File: config.mk
export PLATFORM = sky130hd
export DESIGN_NAME = cbus_arbiter
export DESIGN_NICKNAME = d
export VERILOG_FILES = /design/src/rtl/cbus_arbiter_pkg.sv /design/src/rtl/cbus_arb_picker.sv /design/src/rtl/cbus_arbiter.sv
export SDC_FILE = /design/constraint.sdc
export NUM_CORES = 1
export LEC_CHECK = 0
export BUFFER_PORTS_ARGS = -buffer_cell sky130_fd_sc_hd__buf_2
export CORE_AREA = 2 2 251 253
export CTS_BUF_LIST = sky130_fd_sc_hd__clkbuf_4
export CTS_CLUSTER_SIZE = 24
export DETAILED_ROUTE_END_ITERATION = 6
export DIE_AREA = 0 0 253 255
export PLACE_DENSITY = 0.3
export SLEW_MARGIN = 15
export SYNTH_ARGS = -nofsm -noshare
export SYNTH_HDL_FRONTEND = slang
export SYNTH_SLANG_ARGS = --single-unit
File: constraint.sdc
create_clock -name clk -period 1.5 [get_ports clk]
set_clock_uncertainty 0.05 [all_clocks]
set_input_delay 0.3 -clock clk [delete_from_list [all_inputs] [get_ports clk]]
set_output_delay 0.3 -clock clk [all_outputs]
set_load 0.01 [all_outputs]
File: src/rtl/cbus_arbiter_pkg.sv
// Shared cbus types, burst-length encodings and arbiter constants used by
// the cache-bus arbiter and its picker.
package cbus_arbiter_pkg;

  typedef logic [2:0] msize_t;
  typedef logic [3:0] mlen_t;
  typedef logic [1:0] mburst_t;

  localparam msize_t MSIZE1 = 3'b000;
  localparam msize_t MSIZE2 = 3'b001;
  localparam msize_t MSIZE4 = 3'b010;
  localparam msize_t MSIZE8 = 3'b011;

  // len encodes beats-1
  localparam mlen_t MLEN1  = 4'b0000;
  localparam mlen_t MLEN2  = 4'b0001;
  localparam mlen_t MLEN4  = 4'b0011;
  localparam mlen_t MLEN8  = 4'b0111;
  localparam mlen_t MLEN16 = 4'b1111;

  localparam mburst_t AXI_BURST_FIXED = 2'b00;
  localparam mburst_t AXI_BURST_INCR  = 2'b01;
  localparam mburst_t AXI_BURST_WRAP  = 2'b10;

  typedef struct packed {
    logic        valid;
    logic        is_write;
    msize_t      size;
    logic [63:0] addr;
    logic [7:0]  strobe;
    logic [63:0] data;
    mlen_t       len;
    mburst_t     burst;
  } cbus_req_t;

  typedef struct packed {
    logic        ready;
    logic        last;
    logic [63:0] data;
  } cbus_resp_t;

  typedef enum logic {
    CBUS_ARB_IDLE = 1'b0,
    CBUS_ARB_BUSY = 1'b1
  } cbus_arb_state_t;

  // DCache at index 0, ICache at index 1 in the core instance
  localparam int CBUS_ARB_NUM_REQ = 2;

endpackage

File: src/rtl/cbus_arb_picker.sv
// Combinational requester picker: first valid index found ascending from
// i_start with wrap. A start of 0 gives plain lowest-index priority.
module cbus_arb_picker
  import cbus_arbiter_pkg::*;
#(
  parameter int NUM_REQ = CBUS_ARB_NUM_REQ,
  parameter int IDX_W   = (NUM_REQ > 1) ? $clog2(NUM_REQ) : 1
) (
  input  logic [NUM_REQ-1:0] i_valid,
  input  logic [IDX_W-1:0]   i_start,
  output logic [IDX_W-1:0]   o_idx,
  output logic               o_any
);

  localparam logic [IDX_W:0] NUM_REQ_W = (IDX_W+1)'(NUM_REQ);

  logic [IDX_W:0] w_cand;

  always_comb begin
    o_idx  = '0;
    o_any  = 1'b0;
    w_cand = '0;
    for (int k = 0; k < NUM_REQ; k++) begin
      w_cand = {1'b0, i_start} + (IDX_W+1)'(k);
      if (w_cand >= NUM_REQ_W) begin
        w_cand = w_cand - NUM_REQ_W;
      end
      if (!o_any && i_valid[w_cand[IDX_W-1:0]]) begin
        o_any = 1'b1;
        o_idx = w_cand[IDX_W-1:0];
      end
    end
  end

endmodule

File: src/rtl/cbus_arbiter.sv
// Cache-bus arbiter: grants one master per transaction and holds it until the
// last beat. Define CBUS_ARB_RR_EN for round-robin, else fixed priority.
//
// state | meaning
// IDLE  | no grant, outputs zero, arbitrate among valid masters
// BUSY  | winner sel owns the bus until ready && last
module cbus_arbiter
  import cbus_arbiter_pkg::*;
#(
  parameter int NUM_REQ = CBUS_ARB_NUM_REQ,
  parameter int IDX_W   = (NUM_REQ > 1) ? $clog2(NUM_REQ) : 1
) (
  input  logic                     clk,
  input  logic                     reset,
  input  cbus_req_t  [NUM_REQ-1:0] ireqs,
  output cbus_resp_t [NUM_REQ-1:0] oresps,
  output cbus_req_t                oreq,
  input  cbus_resp_t               iresp
);

  cbus_arb_state_t    r_state;
  cbus_arb_state_t    w_state_nxt;
  logic [IDX_W-1:0]   r_sel;
  logic [IDX_W-1:0]   w_start;
  logic [IDX_W-1:0]   w_win;
  logic [NUM_REQ-1:0] w_valid;
  logic               w_any;
  logic               w_done;

  always_comb begin
    w_valid = '0;
    for (int i = 0; i < NUM_REQ; i++) begin
      w_valid[i] = ireqs[i].valid;
    end
  end

  assign w_done = iresp.ready && iresp.last;

`ifdef CBUS_ARB_RR_EN
  localparam logic [IDX_W-1:0] LAST_IDX = IDX_W'(NUM_REQ - 1);

  logic [IDX_W-1:0] r_rr;

  always_ff @(posedge clk) begin
    if (reset) begin
      r_rr <= '0;
    end else if (r_state == CBUS_ARB_BUSY && w_done) begin
      r_rr <= (r_sel == LAST_IDX) ? '0 : r_sel + 1'b1;
    end
  end

  assign w_start = r_rr;
`else
  assign w_start = '0;
`endif

  cbus_arb_picker #(
    .NUM_REQ(NUM_REQ),
    .IDX_W  (IDX_W)
  ) u_picker (
    .i_valid(w_valid),
    .i_start(w_start),
    .o_idx  (w_win),
    .o_any  (w_any)
  );

  always_ff @(posedge clk) begin
    if (reset) begin
      r_state <= CBUS_ARB_IDLE;
      r_sel   <= '0;
    end else begin
      r_state <= w_state_nxt;
      if (r_state == CBUS_ARB_IDLE && w_any) begin
        r_sel <= w_win;
      end
    end
  end

  always_comb begin
    w_state_nxt = r_state;
    case (r_state)
      CBUS_ARB_IDLE: if (w_any)  w_state_nxt = CBUS_ARB_BUSY;
      CBUS_ARB_BUSY: if (w_done) w_state_nxt = CBUS_ARB_IDLE;
      default:                   w_state_nxt = CBUS_ARB_IDLE;
    endcase
  end

  // Payload is never latched: the granted master holds it until its last beat.
  always_comb begin
    oreq   = '0;
    oresps = '0;
    if (r_state == CBUS_ARB_BUSY && !reset) begin
      oreq          = ireqs[r_sel];
      oresps[r_sel] = iresp;
    end
  end

endmodule

**Yosys cells after proc, flatten, opt, wreduce, memory -nomap -nowiden**

Index checks and enable logic that the tools add are counted.

- Bits of input ports: 362
- Register bits after elaboration: 2

- Bitwise operators: 2
- Muxes and demuxes: 12
- Magnitude comparators: 2
- Reduce and logical (&&, ||, !) cells: 7

Operators with widths:

| cell | count |
|---|---|
| 2-to-1 mux 147 bit | 3 |
| AND 132 bit | 1 |
| 2-to-1 mux 132 bit | 1 |
| demux 66 bit (select 1 bit) | 1 |
| 2-to-1 mux 66 bit | 1 |
| logical AND 1 bit | 5 |
| 2-to-1 mux 1 bit | 5 |
| logical NOT 1 bit | 2 |
| less-than comparator 1 x 2 -> 1 bit, second input constant | 1 |
| case mux 1 bit (2 select lines) | 1 |
| greater-or-equal comparator 1 bit, second input constant | 1 |
| NOT 1 bit | 1 |

**Logic depth before layout (Yosys ltp)**

Gate-level depths: netlist of the first run.

- Depth after elaboration: 6
- Mapped depth: 5

**By module**

A second synthesis of the first run with hierarchy kept.

- Cells, all modules: 561
- Area, all modules: 3345.7 µm²

By module, submodules not included:

| module | area each (µm²) | times used | cells an instance |
|---|---|---|---|
| cbus_arbiter | 3328.2 | 1 | 558 |
| cbus_arb_picker | 17.5 | 1 | 3 |

**Worst setup path after synthesis of the first run**

OpenSTA, ideal clock, no wires.

- Path type: register to output
- Start point: register r_sel
- End point: output oresps[25] in the netlist's numbering
- Path slack: 90 ps
- Cell stages (with the launch flop): 6
- Data required time: 1150 ps
- Buffers on the path: 3
- Arrival: 1060 ps
- Cell sequence: dfxtp_1 buf_2 nand2b_1 buf_2 buf_2 nor2_1

RTL lines:

| item | RTL line | text |
|---|---|---|
| start, declared | cbus_arbiter.sv:23 | `logic [IDX_W-1:0] r_sel;` |
| start signal, assigned | cbus_arbiter.sv:74 | `r_sel <= w_win;` |
| end, declared | cbus_arbiter.sv:16 | `output cbus_resp_t [NUM_REQ-1:0] oresps,` |

==> results of run 1 <==
-- power groups by stage --
stage          Combinational (mW)  Sequential [mW]  Clock [mW]
2_1_floorplan               0.945           0.0613           0
3_3_place_gp                 2.13           0.0633           0
3_5_place_dp                 2.13           0.0630           0
4_1_cts                      2.72           0.0640       0.169
5_1_grt                      3.32           0.0648       0.178
6_report                     3.11           0.0636       0.160
-- cells by family (layout without fill, tap and decap cells) --
logic type,after synthesis,after routing,synth area share
DFF,2,2,0.01193
and+or+nand+nor,350,350,0.4432
buffers and inverters,56,757,0.1014
other,0,1,0
muxes,147,147,0.4383
AOI/OAI and AO/OA,2,2,0.005219
-- how the worst max path moves through the flow --
stage,start,slack (ns),end
floorplan,r_sel,0.09,oresps[25]
global placement,r_sel,-0.25,oreq[62]
detailed placement,r_sel,-0.26,oreq[62]
CTS,r_sel,-0.44,oreq[115]
global route,r_sel,-0.49,oreq[75]
finish,r_sel,-0.41,oresps[0]
-- flip-flops by register name, indices dropped and copies added, names as in the netlist --
register,flops
r_sel,1
r_state,1
-- through the flow --
step                      instance area (um2)  instances  worst slack, ns
final                                   11040       2058          -0.4136
after global routing                    11040       2058          -0.4903
after CTS                                9442       2048          -0.4366
after detailed placement                 7936       2016          -0.2595
after global placement                   7936       2016          -0.2456
after floorplan                          3357        557          0.08983
-- per-layer routing --
| metal | vias to the layer above | share of wire | track usage |
|---|---|---|---|
| met4 | 0 | 0.021 | 0.01809 |
| li1 | 3205 | - | - |
| met5 | - | 0 | 0 |
| met3 | 20 | 0.086 | 0.02146 |
| met2 | 426 | 0.55 | 0.1868 |
| met1 | 3039 | 0.35 | 0.09138 |
-- layout make-up --
| type | instances | area (um2) |
|---|---|---|
| clock buffers | 4 | 30.03 |
| repair buffers | 751 | 5657 |
| inverters | 2 | 7.507 |
| diodes | 1 | 2.502 |
| fillers | 7005 | 51120 |
| multi-input cells | 499 | 4297 |
| flip-flops and latches | 2 | 47.55 |
| well taps | 799 | 999.7 |
-- timing repair --
action / CTS / global route
pin swaps: 10 / 70
resized for setup: 234 / 331
endpoints found under the setup margin: 279 / 279
cloned: 14 / 5
buffers inserted: 18 / 14
-- cell usage in the layout (no fill, tap or decap) --
cell | synthesis | final
buf_2 | 29 | 524
nor2_1 | 279 | 148
buf_6 | 11 | 133
nor2_4 | 0 | 112
mux2i_1 | 147 | 101
nand2b_1 | 69 | 67
buf_4 | 3 | 30
buf_12 | 0 | 29
mux2i_4 | 0 | 26
mux2i_2 | 0 | 20
nor2_2 | 0 | 19
buf_8 | 0 | 18
buf_16 | 0 | 11
clkbuf_16 | 0 | 5
clkbuf_4 | 0 | 4
nand2b_4 | 0 | 2
inv_1 | 2 | 2
dfxtp_4 | 0 | 2
diode_2 | 0 | 1
nand2_8 | 0 | 1
nor3_1 | 1 | 1
a311oi_1 | 1 | 1
a221oi_1 | 1 | 1
bufbuf_16 | 0 | 1
==> key figures, run 1 <==
Layout
  • Final Util: 0.1776
  • Layout cell share with drive strength beyond 1: 0.7448
  • Final #Nets: 1,621
  • P&R area growth vs syn: 228.9%

STA
  • Final hold slack: 0.2648 ns
  • Final Hold Fails: 0
  • Final setup TNS: -83.69 ns
  • Max Fclk: 522.6 MHz
  • Period utilization: 1.276
  • Slew at the pin closest to its max-slew limit: 0.2955 ns
  • Final Slew Violations: 0
  • RSZ-0062 raised after global routing: yes
  • Worst Slack Setup Final: -0.4136 ns
  • Slew margin rel.: 0.8030
  • Minimum clock period: 1.914 ns
  • Final Setup Violations: 279

Synthesis
  • Yosys reg bits: 2
  • Gate Count Post-Synth: 557
  • Syn. warnings: 0
  • Ys async rst share: 0
  • Sequential area share after synthesis: 0.01193
  • Synth area leaders: mux2i_1 44%, nor2_1 31%, nand2b_1 13%
  • Avg Synthesized Cell Area: 6.027 um2
  • Ys flop type: dfxtp_1
  • Most common cell in the synthesized netlist: nor2_1
  • Post-synth top area cell: mux2i_1
  • Top cells by count, synth: 279 x nor2_1, 147 x mux2i_1, 69 x nand2b_1, 29 x buf_2
  • Post-synth EDFFs: 0
  • Synthesized area: 0.003357 mm2
  • Yosys top cell area share: 0.4383
  • Post-Syn Nets: 919
  • Synth unique cells: 13

Global route
  • Initial antenna violation count: 2
  • Total track usage: 0.09080
  • Largest net degree at the start of global routing: 69
  • GRT overflow: 0
  • First-pass GRT wire length: 42,730 um
  • Vias in the first global route: 6,660

Critical path
  • Worst path depth: 6
  • Worst reg2reg endpoint: r_sel
  • Worst path cell trace: buf_6, nand2b_4, buf_12, buf_4, nor2_4, buf_6
  • Path depth of the worst reg2reg path: 4
  • CP max stage delay: 0.36 ns
  • FF-to-FF Start: r_state
  • Reg2reg setup slack: 0.30 ns
  • Buf/Inv on CP: 4
  • Critical Path AT: 1.56 ns
  • Crit end category: output pin
  • Slowest CP cell: dfxtp_4
  • Crit path launch type: flip-flop
  • Crit-path most repeated cell: buf_6
  • WP data required: 1.15 ns
  • Worst path top cell family by delay: buffers and inverters
  • Setup CP Type: flip-flop to output pin
  • Critical path peak fanout: 8

Detailed routing
  • Post-DR wirelength/cell: 16.65 um
  • # DRC: 0
  • Via/cell ratio: 3.251
  • Detail Route Antenna Nets: 0
  • Pre-Repair DR Iteration Count: 4
  • Initial DRC count: 162
  • Routed vias: 6,690
  • Final WL: 34,260 um

Floorplan
  • DIE HEIGHT: 255 um
  • Die Area: 0.06452 mm2
  • Starting density of the core: 0.05401
  • IO Pins: 641
  • Chip width: 253 um
  • Row count: 92
  • Core Area: 0.06216 mm2

Place
  • # port buffers: 640
  • Detail Placement HPWL: 27,230 um
  • Gpl congestion: 0.8401

Power
  • Clk pwr share: 0.048
  • Power Internal: 1.794 mW
  • Share of total power in sequential cells: 0.019
  • Total power: 3.331 mW
  • PwrDens: 301.7 mW/mm2
  • Worst VDD drop: 0.0001800 V
  • Switch Pwr: 1.537 mW
  • Switching share of power: 0.4615
  • Combinational Power Share: 0.933
  • P_leak: 5.029 nW

Hold path
  • HP Start: iresp[65]
  • Worst hold path depth: 2
  • Hold Crit Class: input pin to flip-flop
  • Worst hold endpoint: r_state

Clock network
  • CTS Buffer Depth: 2
  • Clock root cell: clkbuf_4
  • Clock transition at the registers of the reported paths: 0.04 ns
  • CTS buffer count: 3
  • Clk sinks: 2
  • Worst-Skew Late Latency: 0.24 ns
  • CTS hold repair buffers: 0
  • CTS tree: built
  • CTS H-tree lvls: 1

Flow run
  • Max-cap violations: 0

Run status
  • Failing checks: setup timing
  • Status: finished, violations left
Note: power is estimated with default switching activity, not from simulation.
==> inputs of run 2 (changes only) <==
- GPL_TIMING_DRIVEN: not set -> 0
==> key figures, run 2 (synthesized netlist as in run 1, its figures left out) <==
Run status
  • Status: finished, violations left
  • Failing checks: setup timing

STA
  • Final setup TNS: -75.18 ns (+8.507 ns)
  • Minimum clock period: 1.891 ns (-0.02217 ns)
  • Slew margin rel.: 0.7638 (-0.03924)
  • Final Setup Violations: 279 (unchanged)
  • RSZ-0062 raised after global routing: yes
  • Worst Slack Setup Final: -0.3915 ns (+0.02217 ns)
  • Max Fclk: 528.7 MHz (+1.2%)
  • Final Slew Violations: 0 (unchanged)
  • Final Hold Fails: 0 (unchanged)
  • Slew at the pin closest to its max-slew limit: 0.3543 ns (+0.05886 ns)
  • Period utilization: 1.261 (-0.01478)

Layout
  • Top flop regs: r_sel (1), r_state (1)
  • Final Non-Filler Cells: 2,028 (-1.5%)
  • Final Util: 0.1583 (-0.01928)
  • P&R area growth vs syn: 193.2%
  • Final #Nets: 1,591 (-1.9%)
  • Most frequent cells in the layout: 564 x buf_2, 174 x nor2_1, 123 x mux2i_1
  • Post-route cell area: 0.009842 mm2 (-11%)
  • Fill cells: 7,130 (+1.8%)
  • Layout cell share with drive strength beyond 1: 0.7001 (-0.04475)
  • Most common cell after layout, fill and taps aside: buf_2

Place
  • Placed Cells: 1,996 (-0.99%)
  • Area post-placement: 0.007560 mm2 (-4.7%)
  • Detail Placement HPWL: 28,720 um (+5.5%)
  • Gpl congestion: 0.8307 (-1.1%)
  • # port buffers: 640 (unchanged)
  • Placement Setup Slack: -0.9241 ns (-0.6646 ns)

Detailed routing
  • # DRC: 0 (unchanged)
  • Post-DR wirelength/cell: 17.11 um (+2.8%)
  • Final WL: 34,690 um (+1.3%)
  • Via/cell ratio: 3.181 (-2.1%)
  • Initial DRC count: 200 (+23%)
  • Routed vias: 6,451 (-3.6%)
  • Pre-Repair DR Iteration Count: 4 (unchanged)
  • Detail Route Antenna Nets: 0 (unchanged)

Floorplan
  • DIE HEIGHT: 255 um (unchanged)
  • Row count: 92 (unchanged)
  • IO Pins: 641 (unchanged)
  • Starting density of the core: 0.05401 (unchanged)
  • Chip width: 253 um (unchanged)
  • Die Area: 0.06452 mm2 (unchanged)
  • Core Area: 0.06216 mm2 (unchanged)

Clock network
  • Clk sinks: 2 (unchanged)
  • Worst-Skew Late Latency: 0.22 ns (-0.02 ns)
  • CTS tree: built
  • CTS Buffer Depth: 2 (unchanged)
  • CTS buffer count: 3 (unchanged)
  • CTS H-tree lvls: 1 (unchanged)
  • Clock root cell: clkbuf_4
  • Clock transition at the registers of the reported paths: 0.03 ns (about the same)
  • CTS hold repair buffers: 0 (unchanged)

Critical path
  • Worst reg2reg endpoint: r_sel
  • WP data required: 1.15 ns (about the same)
  • Worst path cell trace: buf_12, buf_16, clkbuf_16, mux2i_4, nor2_2, buf_2
  • Reg2reg setup slack: 0.36 ns (+0.06 ns)
  • FF-to-FF Start: r_sel
  • Crit path launch type: flip-flop
  • Path depth of the worst reg2reg path: 4 (unchanged)
  • Crit end category: output pin
  • Slowest CP cell: dfxtp_2
  • Critical path peak fanout: 7 (-1)
  • Critical Path AT: 1.54 ns (-0.02 ns)
  • Worst path top cell family by delay: buffers and inverters
  • Setup CP Type: flip-flop to output pin
  • Worst path depth: 6 (unchanged)
  • CP max stage delay: 0.31 ns (-0.05 ns)
  • Buf/Inv on CP: 4 (unchanged)

Hold path
  • Worst hold endpoint: r_state
  • Hold Crit Class: input pin to flip-flop
  • Worst hold path depth: 2 (unchanged)
  • HP Start: iresp[64]

Power
  • Worst VDD drop: 0.0002282 V (+27%)
  • P_leak: 4.692 nW (-6.7%)
  • PwrDens: 307.0 mW/mm2 (+1.8%)

Global route
  • Initial antenna violation count: 2 (unchanged)
  • Largest net degree at the start of global routing: 11 (-84%)
  • First-pass GRT wire length: 42,700 um (about the same)
  • Vias in the first global route: 6,341 (-4.8%)
  • Total track usage: 0.09182 (+0.001019)
  • GRT overflow: 0 (unchanged)

Flow run
  • Max-cap violations: 0 (unchanged)
-- run 2: changes by cell type in the layout (fill, tap and decap cells not counted), sizes merged --
cell    before  now
buf        745  709
bufbuf       1    0
clkbuf       9   15
diode        1    2
-- run 2: layout make-up --
| type | instances | area, um2 | share of cell area |
|---|---|---|---|
| Timing Repair Buffer | 670 | 4215 | 0.4283 |
| Multi-Input combinational cell | 499 | 3844 | 0.3905 |
| Tap cell | 799 | 999.7 | 0.1016 |
| Buffer | 51 | 703.2 | 0.07145 |
| Sequential cell | 2 | 45.04 | 0.004577 |
| Clock buffer | 3 | 22.52 | 0.002288 |
| Inverter | 2 | 7.507 | 0.0007628 |
| Antenna cell | 2 | 5.005 | 0.0005085 |
-- run 2: worst reg2reg max path: cells and delay by family, from the launching register on --
family,cells,cell delay [ns]
DFF,1,0.33
AOI/OAI and AO/OA,1,0.26
buffers and inverters,3,0.42
-- run 2: timing repair --
action                                  in CTS  in global routing
setup buffers                               12                  9
endpoints found under the setup margin     279                279
cloned                                       7                  5
resized for setup                          211                254
pin swaps                                    7                 27
-- run 2: how the worst max path moves through the flow --
| stage | slack [ns] | end | start |
|---|---|---|---|
| after floorplan | 0.09 | oresps[25] | r_sel |
| after global placement | -0.85 | oreq[8] | reset |
| after detailed placement | -0.92 | oreq[6] | reset |
| after CTS | -0.44 | oreq[81] | r_sel |
| after global routing | -0.46 | oreq[83] | r_sel |
| final | -0.39 | oreq[78] | r_sel |
-- run 2: power by group --
part / leakage, nW / switching (mW) / internal, mW / total [mW]
Sequential: 0.0175 / 0.00969 / 0.0582 / 0.0679
Clock: 0.0138 / 0.0294 / 0.0881 / 0.118
Combinational: 4.66 / 1.40 / 1.44 / 2.84
Total: 4.69 / 1.44 / 1.58 / 3.02
-- run 2: per-stage QoR --
stage / hold slack, ns / total power, mW
final: 0.2860 / 3.022
after global placement: 0.5150 / 2.097
after global routing: 0.2990 / 3.230
after detailed placement: 0.5182 / 2.095
after floorplan: 0.3658 / 1.006
after CTS: 0.2729 / 2.681
-- run 2: layer usage --
metal	global-route usage	routed length, um	up-vias
met5	0	0	-
met4	0.01691	835	0
met3	0.01770	2683	32
met2	0.1945	19300	415
met1	0.09095	11870	2866
li1	-	-	3138
